**src/rtl/mem_access_pkg.sv**
```systemverilog
// Shared types and constants for the MEM-stage load/store unit.
// Op and state encodings, memory-port strobe levels, and op classification helpers.
package mem_access_pkg;

    typedef enum logic [2:0] {
        OpLw  = 3'b000,
        OpLh  = 3'b001,
        OpLhu = 3'b010,
        OpLb  = 3'b011,
        OpLbu = 3'b100,
        OpSw  = 3'b101,
        OpSh  = 3'b110,
        OpSb  = 3'b111
    } mem_op_e;

    typedef enum logic [0:0] {
        StIdle  = 1'b0,
        StRmwWr = 1'b1
    } state_e;

    localparam logic        RAM_ENABLE  = 1'b1;
    localparam logic        RAM_DISABLE = 1'b0;
    localparam logic        RAM_WRITE   = 1'b1;
    localparam logic        RAM_READ    = 1'b0;
    localparam logic [31:0] ZERO        = 32'h0000_0000;

    function automatic logic is_load(mem_op_e op);
        return op inside {OpLw, OpLh, OpLhu, OpLb, OpLbu};
    endfunction

    function automatic logic is_word(mem_op_e op);
        return op inside {OpLw, OpSw};
    endfunction

    function automatic logic is_half(mem_op_e op);
        return op inside {OpLh, OpLhu, OpSh};
    endfunction

endpackage

```
**src/rtl/lane_align.sv**
```systemverilog
// Byte-lane steering: loads extract and extend a lane from a word, SH/SB merge new
// data into the old word. The op alone picks which of the two functions applies.
module lane_align
    import mem_access_pkg::*;
(
    input  mem_op_e     op,
    input  logic [1:0]  addr_lo,
    input  logic [31:0] word,
    input  logic [15:0] wdata,
    output logic [31:0] result
);

    logic [7:0]  byte_sel;
    logic [15:0] half_sel;

    always_comb begin
        byte_sel = word[{addr_lo, 3'b000} +: 8];
        half_sel = addr_lo[1] ? word[31:16] : word[15:0];
        result   = word;
        unique case (op)
            OpLw, OpSw: result = word;
            OpLh:       result = {{16{half_sel[15]}}, half_sel};
            OpLhu:      result = {16'h0000, half_sel};
            OpLb:       result = {{24{byte_sel[7]}}, byte_sel};
            OpLbu:      result = {24'h00_0000, byte_sel};
            OpSh:       result[{addr_lo[1], 4'b0000} +: 16] = wdata;
            OpSb:       result[{addr_lo, 3'b000} +: 8] = wdata[7:0];
            default:    result = word;
        endcase
    end

endmodule

```
**src/rtl/mem_access_unit.sv**
```systemverilog
// MEM-stage load/store initiator: loads and SW take one cycle, SH/SB read-modify-write.
// Define MISALIGN_EXC_EN to flag misaligned accesses instead of forcing alignment.
module mem_access_unit
    import mem_access_pkg::*;
#(
    parameter int unsigned ADDR_W = 32,
    parameter int unsigned DATA_W = 32
) (
    input  logic              clk,
    input  logic              rst,
    input  logic              req_valid,
    output logic              req_ready,
    input  logic [2:0]        req_op,
    input  logic [ADDR_W-1:0] req_addr,
    input  logic [DATA_W-1:0] req_wdata,
    output logic              resp_valid,
    output logic [DATA_W-1:0] resp_rdata,
    output logic              stall,
    output logic              ram_ce,
    output logic              ram_we,
    output logic [ADDR_W-1:0] ram_addr,
    output logic [DATA_W-1:0] ram_wdata,
    input  logic [DATA_W-1:0] ram_rdata
`ifdef MISALIGN_EXC_EN
   ,output logic              misalign_err
`endif
);

    state_e            state_q, state_d;
    logic              resp_valid_q, resp_valid_d;
    logic [DATA_W-1:0] resp_rdata_q, resp_rdata_d;
    logic [ADDR_W-1:0] addr_q, addr_d;
    mem_op_e           op_q, op_d;
    logic [DATA_W-1:0] old_q, old_d;
    logic [15:0]       wdata_q, wdata_d;

    mem_op_e           op;
    logic [ADDR_W-1:0] addr_eff;
    logic              misaligned;
    logic              accept;
    logic [DATA_W-1:0] load_data;
    logic [DATA_W-1:0] merge_data;

    assign op        = mem_op_e'(req_op);
    assign req_ready = (state_q == StIdle) && !rst;
    assign accept    = req_valid && req_ready;

`ifdef MISALIGN_EXC_EN
    logic misalign_q, misalign_d;
    assign misaligned   = (is_word(op) && (req_addr[1:0] != 2'b00)) || (is_half(op) && req_addr[0]);
    assign addr_eff     = req_addr;
    assign misalign_err = misalign_q;
`else
    assign misaligned = 1'b0;
    always_comb begin
        addr_eff = req_addr;
        if (is_word(op)) begin
            addr_eff[1:0] = 2'b00;
        end else if (is_half(op)) begin
            addr_eff[0] = 1'b0;
        end
    end
`endif

    lane_align u_load_align (
        .op      (op),
        .addr_lo (addr_eff[1:0]),
        .word    (ram_rdata),
        .wdata   (16'h0000),
        .result  (load_data)
    );

    lane_align u_store_merge (
        .op      (op_q),
        .addr_lo (addr_q[1:0]),
        .word    (old_q),
        .wdata   (wdata_q),
        .result  (merge_data)
    );

    always_comb begin
        state_d      = state_q;
        resp_valid_d = 1'b0;
        resp_rdata_d = ZERO;
        addr_d       = addr_q;
        op_d         = op_q;
        old_d        = old_q;
        wdata_d      = wdata_q;
`ifdef MISALIGN_EXC_EN
        misalign_d   = 1'b0;
`endif
        ram_ce       = RAM_DISABLE;
        ram_we       = RAM_READ;
        ram_addr     = '0;
        ram_wdata    = ZERO;
        stall        = 1'b0;

        unique case (state_q)
            StIdle: begin
                if (accept) begin
                    if (misaligned) begin
                        resp_valid_d = 1'b1;
`ifdef MISALIGN_EXC_EN
                        misalign_d   = 1'b1;
`endif
                    end else begin
                        ram_ce   = RAM_ENABLE;
                        ram_addr = addr_eff;
                        if (is_load(op)) begin
                            resp_valid_d = 1'b1;
                            resp_rdata_d = load_data;
                        end else if (op == OpSw) begin
                            ram_we       = RAM_WRITE;
                            ram_wdata    = req_wdata;
                            resp_valid_d = 1'b1;
                        end else begin
                            // Read half of SH/SB: capture the old word for the merge.
                            stall   = 1'b1;
                            addr_d  = addr_eff;
                            op_d    = op;
                            old_d   = ram_rdata;
                            wdata_d = req_wdata[15:0];
                            state_d = StRmwWr;
                        end
                    end
                end
            end
            StRmwWr: begin
                ram_ce       = RAM_ENABLE;
                ram_we       = RAM_WRITE;
                ram_addr     = addr_q;
                ram_wdata    = merge_data;
                stall        = 1'b1;
                resp_valid_d = 1'b1;
                state_d      = StIdle;
            end
            default: state_d = StIdle;
        endcase

        // Reset must suppress a pending RMW write as well as idle-cycle outputs.
        if (rst) begin
            ram_ce    = RAM_DISABLE;
            ram_we    = RAM_READ;
            ram_addr  = '0;
            ram_wdata = ZERO;
            stall     = 1'b0;
        end
    end

    always_ff @(posedge clk) begin
        if (rst) begin
            state_q      <= StIdle;
            resp_valid_q <= 1'b0;
            resp_rdata_q <= ZERO;
            addr_q       <= '0;
            op_q         <= OpLw;
            old_q        <= ZERO;
            wdata_q      <= 16'h0000;
`ifdef MISALIGN_EXC_EN
            misalign_q   <= 1'b0;
`endif
        end else begin
            state_q      <= state_d;
            resp_valid_q <= resp_valid_d;
            resp_rdata_q <= resp_rdata_d;
            addr_q       <= addr_d;
            op_q         <= op_d;
            old_q        <= old_d;
            wdata_q      <= wdata_d;
`ifdef MISALIGN_EXC_EN
            misalign_q   <= misalign_d;
`endif
        end
    end

    assign resp_valid = resp_valid_q;
    assign resp_rdata = resp_rdata_q;

endmodule

```
**config.mk**
```make
export PLATFORM = sky130hd
export DESIGN_NAME = mem_access_unit
export DESIGN_NICKNAME = d
export VERILOG_FILES = /design/src/rtl/mem_access_pkg.sv /design/src/rtl/lane_align.sv /design/src/rtl/mem_access_unit.sv
export SDC_FILE = /design/constraint.sdc
export NUM_CORES = 1
export LEC_CHECK = 0
export ABC_AREA = 1
export BUFFER_PORTS_ARGS = -buffer_cell sky130_fd_sc_hd__buf_2
export CAP_MARGIN = 20
export CORE_UTILIZATION = 54
export CTS_CLUSTER_DIAMETER = 80
export CTS_CLUSTER_SIZE = 16
export DETAILED_ROUTE_END_ITERATION = 16
export HOLD_SLACK_MARGIN = 0.02
export PLACE_DENSITY = 0.81
export SKIP_CTS_REPAIR_TIMING = 1
export SYNTH_ARGS = -nofsm -noshare
export SYNTH_HDL_FRONTEND = slang
export SYNTH_SLANG_ARGS = --single-unit
```
**constraint.sdc**
```tcl
create_clock -name clk -period 3.3 [get_ports clk]
set_clock_uncertainty 0.15 [all_clocks]
set_input_delay 0.495 -clock clk [delete_from_list [all_inputs] [get_ports clk]]
set_output_delay 0.495 -clock clk [all_outputs]
set_load 0.005 [all_outputs]
```
==> flow_metrics.tcl, run 1 <==
set metrics [dict create \
    status "complete, no violations" \
    cts_buffers 17 \
    p_per_area_nw_per_um2 445 \
    critPathLaunch "addr_q[1]$_SDFFE_PP0P_" \
    p_leak_uw 0.00430 \
    finalCritPeriodShare_pct 95.4 \
    synth_area_per_cell_um2 5.91 \
    swShare_pct 27.6 \
    drt_iter0_markers 1312 \
    fin_crit_ns 3.15 \
    dp_hpwl_mm 20.0 \
    layout.nets 1566 \
    synth_area_leader_cell "dfxtp_1" \
    syn_area_um2 7700 \
    vias_per_cell 5.75 \
    portBuffers 202 \
    ys_top_cells_by_area "dfxtp_1, nand2_1, a21oi_1" \
    holdCritStartpoint "req_addr[23]" \
    htreeDepth 4 \
    crit_chain "inv_1 > ha_2 > inv_1 > nand2_2 > o21ai_0 > nand2_1 > nand3_1 > o21ai_0 > a21oi_1 > buf_2" \
    p_comb_share_pct 14.1 \
    final_cells 1652 \
    drive_gt1_share_pct 19.8 \
    cp.required_ns 2.65 \
    clockBufferDepth 2 \
    start_util_pct 55.5 \
    endpoint_kind "primary output" \
    antenna_found_initial 0 \
    cp_slowest_cell "ha_2" \
    dr.pass1.iters 5 \
    fmax_mhz 318 \
    reg2reg_slack_ns 1.33 \
    irDropWorstVdd_mv 0.365 \
    crit_arrival_ns 2.50 \
    die_area_um2 14700 \
    slew_viol_final 0 \
    r2r-end "old_q[10]$_SDFFE_PP0P_" \
    grt_overflow 0 \
    synth_warnings 0 \
    drv_cap 0 \
    core_area_um2 13900 \
    max_stage_delay_ns 0.44 \
    startpoint_type "register" \
    cts.clk_slew.worst_paths_ns 0.06 \
    grt_use_total_pct 38.4 \
    hp-class "in2reg" \
    worstPathMaxFanout 10 \
    dpl.cell_count 1620 \
    area_growth_syn_to_layout_pct 22.5 \
    die_x_um 121 \
    r2r-start "state_q$_SDFF_PN0_" \
    path_class "reg2out" \
    fp.dieH_um 121 \
    relSlewSlack_pct 50.9 \
    switchingPower_uw 1160 \
    ys_seq_area_share_pct 30.4 \
    antenna-diode-count 0 \
    worstHoldPathCells 3 \
    std_cell_rows 43 \
    synth.net_count 1410 \
    cts_root_buf "clkbuf_16" \
    insertion_delay_ns 0.42 \
    gp_congestion 1.07 \
    reg2regPathDepth 6 \
    seq_power_share_pct 35.5 \
    wirelength_mm 28.2 \
    whs_endpoint "addr_q[23]$_SDFFE_PP0P_" \
    yosysTopAreaCellShare_pct 30.4 \
    worst_slew_pin_slew_ns 0.729 \
    grt_pass1_wl_mm 43.7 \
    grt_pass1_vias 8233 \
    rsz0062_at_grt "yes" \
    detail-route-antenna-nets 0 \
    io_pins 203 \
    grt_max_degree 78 \
    fin_util_pct 67.9 \
    drcViolationCount 0 \
    clock_power_share_pct 50.4 \
    finalPower_uw 4200 \
    hold_viol_final 0 \
    cts_tree "built" \
    vias 9499 \
    synth-seq-cells 117 \
    synthCells 1303 \
    power.internal_uw 3040 \
    wl_per_cell_um 17.0 \
    clock_sinks 117 \
    setup_viol 0 \
    synth_cell_types 27 \
]
worst max path at each step:
| stage | to | slack, ns | depth (start not counted) |
|---|---|---|---|
| after floorplan | ram_wdata[2] | 0.46 | 14 |
| after global routing | ram_wdata[15] | -0.002 | 11 |
| final | ram_wdata[1] | 0.15 | 10 |
| after CTS | ram_wdata[31] | 0.02 | 10 |
| after detailed placement | ram_wdata[31] | 0.47 | 10 |
| after global placement | ram_wdata[25] | 0.50 | 10 |
area by class of cell:
type	count	area [um^2]
clock inverter	13	218
sequential	117	2340
fill	1333	4450
inverter	133	507
timing repair buffer	223	1200
multi-input combinational	967	4490
clock buffer	19	453
tap	180	225
kinds of logic after synthesis:
| kind of cell | after synthesis | synth area share (%) |
|---|---|---|
| DFF | 117 | 30.4 |
| adders and majority gates | 5 | 0.812 |
| AOI/OAI and AO/OA | 407 | 26.9 |
| buffers and inverters | 219 | 11.6 |
| and+or+nand+nor | 555 | 30.3 |
sequential cells by signal, summed over array words and instances, names as in the netlist:
name,cells
addr_q,32
old_q,32
resp_rdata,32
wdata_q,16
op_q,3
resp_valid,1
state_q,1
metal layers:
metal,track usage (%),vias to the layer above,part of all wire (%)
met2,58.7,594,44
met5,0,-,0
met3,9.73,91,12
li1,-,4574,-
met4,20.8,0,5.1
met1,49.3,4240,39
metrics by stage:
| stage | instance area [um^2] | TNS [ns] | hold WS [ns] | setup WS, ns |
|---|---|---|---|---|
| 4_1_cts | 9410 | 0 | 0.172 | 0.0176 |
| 3_5_place_dp | 8740 | 0 | 0.306 | 0.475 |
| 2_1_floorplan | 7700 | 0 | 0.291 | 0.460 |
| 3_3_place_gp | 8740 | 0 | 0.298 | 0.498 |
| 6_report | 9430 | 0 | 0.180 | 0.152 |
| 5_1_grt | 9430 | -0.00164 | 0.180 | -0.00164 |
cell usage in the layout (no fill, tap or decap):
cell type,instances
o211ai_1,9
inv_6,3
clkinv_4,3
nor2_4,2
buf_12,2
nor2_1,49
clkbuf_16,17
a21boi_0,2
a21oi_2,2
nor2_2,4
nand2_4,1
inv_1,126
inv_2,5
clkbuf_8,2
nand4_1,16
nand2_2,7
dfxtp_2,1
nand2_1,390
dfxtp_1,116
bufinv_16,5
a31oi_1,2
ha_1,4
ha_2,1
or2_1,1
nand3b_1,5
buf_2,201
nand3_2,11
a21oi_1,248
buf_4,20
o21ai_1,1
clkinvlp_4,4
nand3_1,69
o21ai_0,143
synthesized netlist by cell type, drive strengths merged:
| master | instances |
|---|---|
| ha | 5 |
| nand3 | 80 |
| nand3b | 5 |
| nand2 | 398 |
| buf | 29 |
| inv | 132 |
| dfxtp | 117 |
| nand4 | 16 |
| o211ai | 9 |
| o21ai | 144 |
| a21boi | 2 |
| or2 | 1 |
| clkbuf | 57 |
| nor2 | 55 |
| a31oi | 2 |
| a21oi | 250 |
| clkinv | 1 |
power groups by stage:
stage / sequential, uW / combinational, uW / clock [uW]
3_5_place_dp: 1520 / 571 / 0
4_1_cts: 1490 / 576 / 2120
5_1_grt: 1490 / 656 / 2180
6_report: 1490 / 593 / 2120
2_1_floorplan: 1510 / 356 / 0
3_3_place_gp: 1520 / 565 / 0
critical path, delay by kind of cell, from the launching register on:
kind | cells | cell delay (ns)
compound gates | 3 | 0.50
buf+inv | 3 | 0.44
simple gates | 3 | 0.35
flops | 1 | 0.35
fa+ha+maj | 1 | 0.44
No activity file was read; power rests on OpenSTA's default activity.
==> run 2, diff against run 1 <==
--- a/config.mk
+++ b/config.mk
@@ -6,14 +6,16 @@
 export NUM_CORES = 1
 export LEC_CHECK = 0
 export ABC_AREA = 1
-export BUFFER_PORTS_ARGS = -buffer_cell sky130_fd_sc_hd__buf_2
 export CAP_MARGIN = 20
-export CORE_UTILIZATION = 54
+export CELL_PAD_IN_SITES_DETAIL_PLACEMENT = 0
+export CELL_PAD_IN_SITES_GLOBAL_PLACEMENT = 1
+export CORE_UTILIZATION = 43
 export CTS_CLUSTER_DIAMETER = 80
 export CTS_CLUSTER_SIZE = 16
 export DETAILED_ROUTE_END_ITERATION = 16
+export DONT_BUFFER_PORTS = 1
 export HOLD_SLACK_MARGIN = 0.02
-export PLACE_DENSITY = 0.81
+export PLACE_DENSITY_LB_ADDON = 0.1
 export SKIP_CTS_REPAIR_TIMING = 1
 export SYNTH_ARGS = -nofsm -noshare
 export SYNTH_HDL_FRONTEND = slang
==> flow_metrics.tcl, run 2 (synthesis gave the netlist of run 1 again) <==
set metrics [dict create \
    dpl.cell_count 1473 \
    path_class "reg2out" \
    layout.nets 1375 \
    status "complete, no violations" \
    drive_gt1_share_pct 7.81 \
    area_growth_syn_to_layout_pct 10.4 \
    cp.required_ns 2.65 \
    vias_per_cell 5.70 \
    io_pins 203 \
    grt_pass1_vias 7601 \
    crit_family "simple AND/OR/NAND/NOR gates" \
    layout_common_cells "nand2_1, a21oi_1, o21ai_0" \
    grt_overflow 0 \
    fillers 1906 \
    crit_arrival_ns 2.50 \
    path_buf_inv 2 \
    grt_use_total_pct 31.9 \
    crit_chain "inv_1 > ha_2 > inv_1 > nand2_2 > nor2_1 > nand3_1 > nand3_1 > nor2_1 > nand2_1 > nand2_1 > a21oi_1" \
    slew_viol_final 0 \
    clockBufferDepth 2 \
    insertion_delay_ns 0.42 \
    irDropWorstVdd_mv 0.363 \
    start_util_pct 44.2 \
    wirelength_mm 29.7 \
    die_x_um 136 \
    grt_pass1_wl_mm 44.2 \
    worst_slew_pin_slew_ns 0.731 \
    fp.dieH_um 136 \
    setup_tns_ns 0 \
    vias 8587 \
    hp-class "in2reg" \
    drcViolationCount 0 \
    placed_cell_area_um2 7840 \
    antenna-diode-count 0 \
    p_per_area_nw_per_um2 469 \
    mostFrequentLayoutCell "nand2_1" \
    final_cells 1506 \
    detail-route-antenna-nets 0 \
    endpoint_kind "primary output" \
    dp_hpwl_mm 21.4 \
    gp_congestion 0.955 \
    dr.pass1.iters 5 \
    drv_cap 0 \
    max_stage_delay_ns 0.39 \
    setup_viol 0 \
    rsz0062_at_grt "no" \
    wl_per_cell_um 19.7 \
    grt_max_degree 103 \
    fmax_mhz 318 \
    cts_root_buf "clkbuf_16" \
    fin_area_um2 8500 \
    hold_viol_final 0 \
    finalCritPeriodShare_pct 95.3 \
    antenna_found_initial 1 \
    portBuffers 0 \
    fin_util_pct 48.8 \
    drt_iter0_markers 898 \
    p_leak_uw 0.00340 \
    cts.clk_slew.worst_paths_ns 0.06 \
    std_cell_rows 48 \
    cts_tree "built" \
    relSlewSlack_pct 51.1 \
    finalPower_uw 3980 \
    worstPathMaxFanout 10 \
    cp_slowest_cell "ha_2" \
    fin_crit_ns 3.14 \
    die_area_um2 18400 \
    core_area_um2 17400 \
    startpoint_type "register" \
    clock_sinks 117 \
    cts_buffers 17 \
    htreeDepth 4 \
]
run 2: worst paths after layout:
check / startpoint / endpoint / slack [ns] / cells after the start
max: addr_q[0]$_SDFFE_PP0P_ / ram_wdata[2] / 0.16 / 11
min: rst / resp_valid$_SDFF_PP0_ / 0.05 / 1
max reg2reg: state_q$_SDFF_PN0_ / old_q[31]$_SDFFE_PP0P_ / 1.08 / 6
min reg2reg: addr_q[5]$_SDFFE_PP0P_ / addr_q[5]$_SDFFE_PP0P_ / 0.31 / 2
run 2: routing by layer:
| layer | vias to the layer above | global-route usage (%) | wire, um | part of all wire (%) |
|---|---|---|---|---|
| met2 | 427 | 48.7 | 13400 | 45 |
| met1 | 3881 | 41.7 | 12400 | 42 |
| met5 | - | 0 | 11 | 0.037 |
| met4 | 2 | 14.3 | 1140 | 3.8 |
| li1 | 4196 | - | - | - |
| met3 | 81 | 8.69 | 2740 | 9.2 |
run 2: layout make-up:
type | count | area, um^2 | area share (%)
multi-input combinational | 967 | 4490 | 52.8
sequential | 117 | 2340 | 27.6
inverter | 133 | 503 | 5.92
clock buffer | 17 | 425 | 5.01
tap | 225 | 282 | 3.31
timing repair buffer | 32 | 253 | 2.97
clock inverter | 15 | 205 | 2.41
run 2: through the flow:
step           setup WS, ns  hold WS (ns)
3_5_place_dp          0.512         0.297
2_1_floorplan         0.460         0.291
6_report              0.156        0.0491
5_1_grt              0.0119        0.0482
3_3_place_gp          0.529         0.292
4_1_cts              0.0526       -0.0293
run 2: report_power, final:
part | leakage, uW | switching (uW) | total (uW) | internal, uW
sequential | 0.000950 | 38.3 | 1500 | 1460
combinational | 0.00214 | 331 | 468 | 138
clock | 0.000312 | 794 | 2020 | 1220
total | 0.00340 | 1160 | 3980 | 2820
==> run 3, diff against run 2 <==
--- a/config.mk
+++ b/config.mk
@@ -5,12 +5,10 @@
 export SDC_FILE = /design/constraint.sdc
 export NUM_CORES = 1
 export LEC_CHECK = 0
-export ABC_AREA = 1
 export CAP_MARGIN = 20
 export CELL_PAD_IN_SITES_DETAIL_PLACEMENT = 0
 export CELL_PAD_IN_SITES_GLOBAL_PLACEMENT = 1
-export CORE_UTILIZATION = 43
-export CTS_CLUSTER_DIAMETER = 80
+export CORE_UTILIZATION = 45
 export CTS_CLUSTER_SIZE = 16
 export DETAILED_ROUTE_END_ITERATION = 16
 export DONT_BUFFER_PORTS = 1
==> flow_metrics.tcl, run 3 <==
set metrics [dict create \
    slew_viol_final 0 \
    antenna-diode-count 0 \
    die_x_um 128 \
    worstPathMaxFanout 7 \
    worst_slew_pin_slew_ns 0.870 \
    gp_congestion 0.957 \
    finalCritPeriodShare_pct 95.9 \
    grt_pass1_vias 6890 \
    synth_top_family_by_area "compound AO/OA/AOI/OAI gates" \
    wirelength_mm 26.3 \
    crit_chain "inv_1 > ha_2 > or3b_2 > o22ai_4 > a22o_1 > a221oi_1 > o21ai_0 > buf_4" \
    cp.required_ns 2.65 \
    startpoint_type "register" \
    htreeDepth 4 \
    setup_viol 0 \
    antenna_found_initial 0 \
    yosysTopAreaCellShare_pct 32.6 \
    cts_root_buf "clkbuf_16" \
    synth_mux_area_share_pct 7.37 \
    rsz0062_at_grt "yes" \
    clockBufferDepth 2 \
    grt_pass1_wl_mm 39.4 \
    area_growth_syn_to_layout_pct 15.1 \
    synthXorXnorAreaFrac_pct 0.366 \
    irDropWorstVdd_mv 0.349 \
    crit_arrival_ns 2.52 \
    synth-main-ff-cell "dfxtp_1" \
    synth-async-reset-ratio_pct 0 \
    final_cells 1241 \
    fin_crit_ns 3.17 \
    die_area_um2 16500 \
    holdWs_ns 0.0265 \
    hp-class "in2reg" \
    grt_max_degree 124 \
    fmax_mhz 316 \
    io_pins 203 \
    synth_most_common_cell "nand2_1" \
    drive_gt1_share_pct 12.7 \
    cts_tree "built" \
    synth_area_per_cell_um2 7.05 \
    p_leak_uw 0.00299 \
    core_area_um2 15400 \
    fp.dieH_um 128 \
    status "complete, no violations" \
    layout.nets 1124 \
    yosys-top-cells-count "nand2_1, a21oi_1, dfxtp_1" \
    synth_edf_count 0 \
    std_cell_rows 45 \
    fin_util_pct 53.8 \
    ys_seq_area_share_pct 32.6 \
    max_stage_delay_ns 0.51 \
    insertion_delay_ns 0.42 \
    drv_cap 0 \
    crit_family "compound AO/OA/AOI/OAI gates" \
    dpl.cell_count 1206 \
    dr.pass1.iters 6 \
    synth.net_count 1126 \
    path_class "reg2out" \
    ys_top_cells_by_area "dfxtp_1, nand2_1, a21oi_1" \
    endpoint_kind "primary output" \
    yosys.area_share.simple_pct 24.8 \
    detail-route-antenna-nets 0 \
    wl_per_cell_um 21.2 \
    vias_per_cell 6.14 \
    clock_sinks 117 \
    syn_area_um2 7180 \
    layout_common_cells "nand2_1, a21oi_1, dfxtp_1" \
    hold_viol_final 0 \
    mostFrequentLayoutCell "nand2_1" \
    synth_area_leader_cell "dfxtp_1" \
    synth-seq-cells 117 \
    synth_cell_types 47 \
    p_per_area_nw_per_um2 449 \
    path_buf_inv 2 \
    start_util_pct 46.7 \
    drt_iter0_markers 675 \
    cts_buffers 17 \
    synth_fa_ha_area_share_pct 0.871 \
    relSlewSlack_pct 42.0 \
    fillers 1485 \
    synthCells 1019 \
    grt_use_total_pct 31.2 \
    vias 7619 \
    cts.clk_slew.worst_paths_ns 0.06 \
    dp_hpwl_mm 18.5 \
    portBuffers 0 \
    cp_slowest_cell "or3b_2" \
    drcViolationCount 0 \
    grt_overflow 0 \
    synth_compound_area_share_pct 28.7 \
    synth_warnings 0 \
]
==> run 3: cell types whose count changed after synthesis, sizes merged, moves of 40 or more <==
cell,delta
nand2,-162
inv,-124
a21oi,-117
nand3,-72
o21ai,-69
o22ai,+40
==> run 3: area by class of cell <==
class / instances / area, um^2 / share of cell area (%)
Clock inverter: 14 / 151 / 1.83
Clock buffer: 18 / 439 / 5.31
Tap cell: 211 / 264 / 3.20
Inverter: 8 / 30.0 / 0.363
Sequential cell: 117 / 2350 / 28.4
Multi-Input combinational cell: 808 / 4500 / 54.4
Timing Repair Buffer: 65 / 533 / 6.45
==> run 3: path summary, 6_finish.rpt <==
check	start	endpoint	slack, ns	cells past startpoint
worst max-delay path	addr_q[0]$_SDFFE_PP0P_	ram_wdata[2]	0.13	8
worst min-delay path	ram_rdata[24]	resp_rdata[24]$_SDFF_PP0_	0.03	1
worst max register to register	state_q$_SDFF_PN0_	wdata_q[2]$_SDFFE_PP0P_	1.14	6
worst min register to register	addr_q[9]$_SDFFE_PP0P_	addr_q[9]$_SDFFE_PP0P_	0.30	2
==> run 3: logic make-up (layout without fill, tap and decap cells) <==
kind of cell,count (synthesis),after routing
buffers and inverters,94,105
and+or+nand+nor,415,415
adders and majority gates,5,5
AOI/OAI and AO/OA,346,346
muxes,39,39
DFF,117,117
xor gates and xnor gates,3,3
==> run 3: through the flow <==
step	setup WS [ns]	setup TNS, ns	instance area (um^2)	power [uW]
6_report	0.134	0	8260	3710
5_1_grt	-0.0178	-0.0178	8260	3840
4_1_cts	0.00967	0	8170	3700
3_5_place_dp	0.459	0	7580	1830
3_3_place_gp	0.584	0	7580	1830
2_1_floorplan	0.00576	0	7190	1780
==> run 3: metal layers <==
layer / global-route usage (%) / vias up / wire, um
met1: 41.1 / 3584 / 11100
met4: 14.5 / 0 / 946
li1: - / 3598 / -
met5: 0 / - / 0
met2: 48.4 / 384 / 12200
met3: 7.30 / 53 / 2060
==> run 3: power breakdown <==
group,internal [uW],switching (uW)
Sequential,1450,39.8
Clock,1090,786
Combinational,140,204
Total,2680,1030
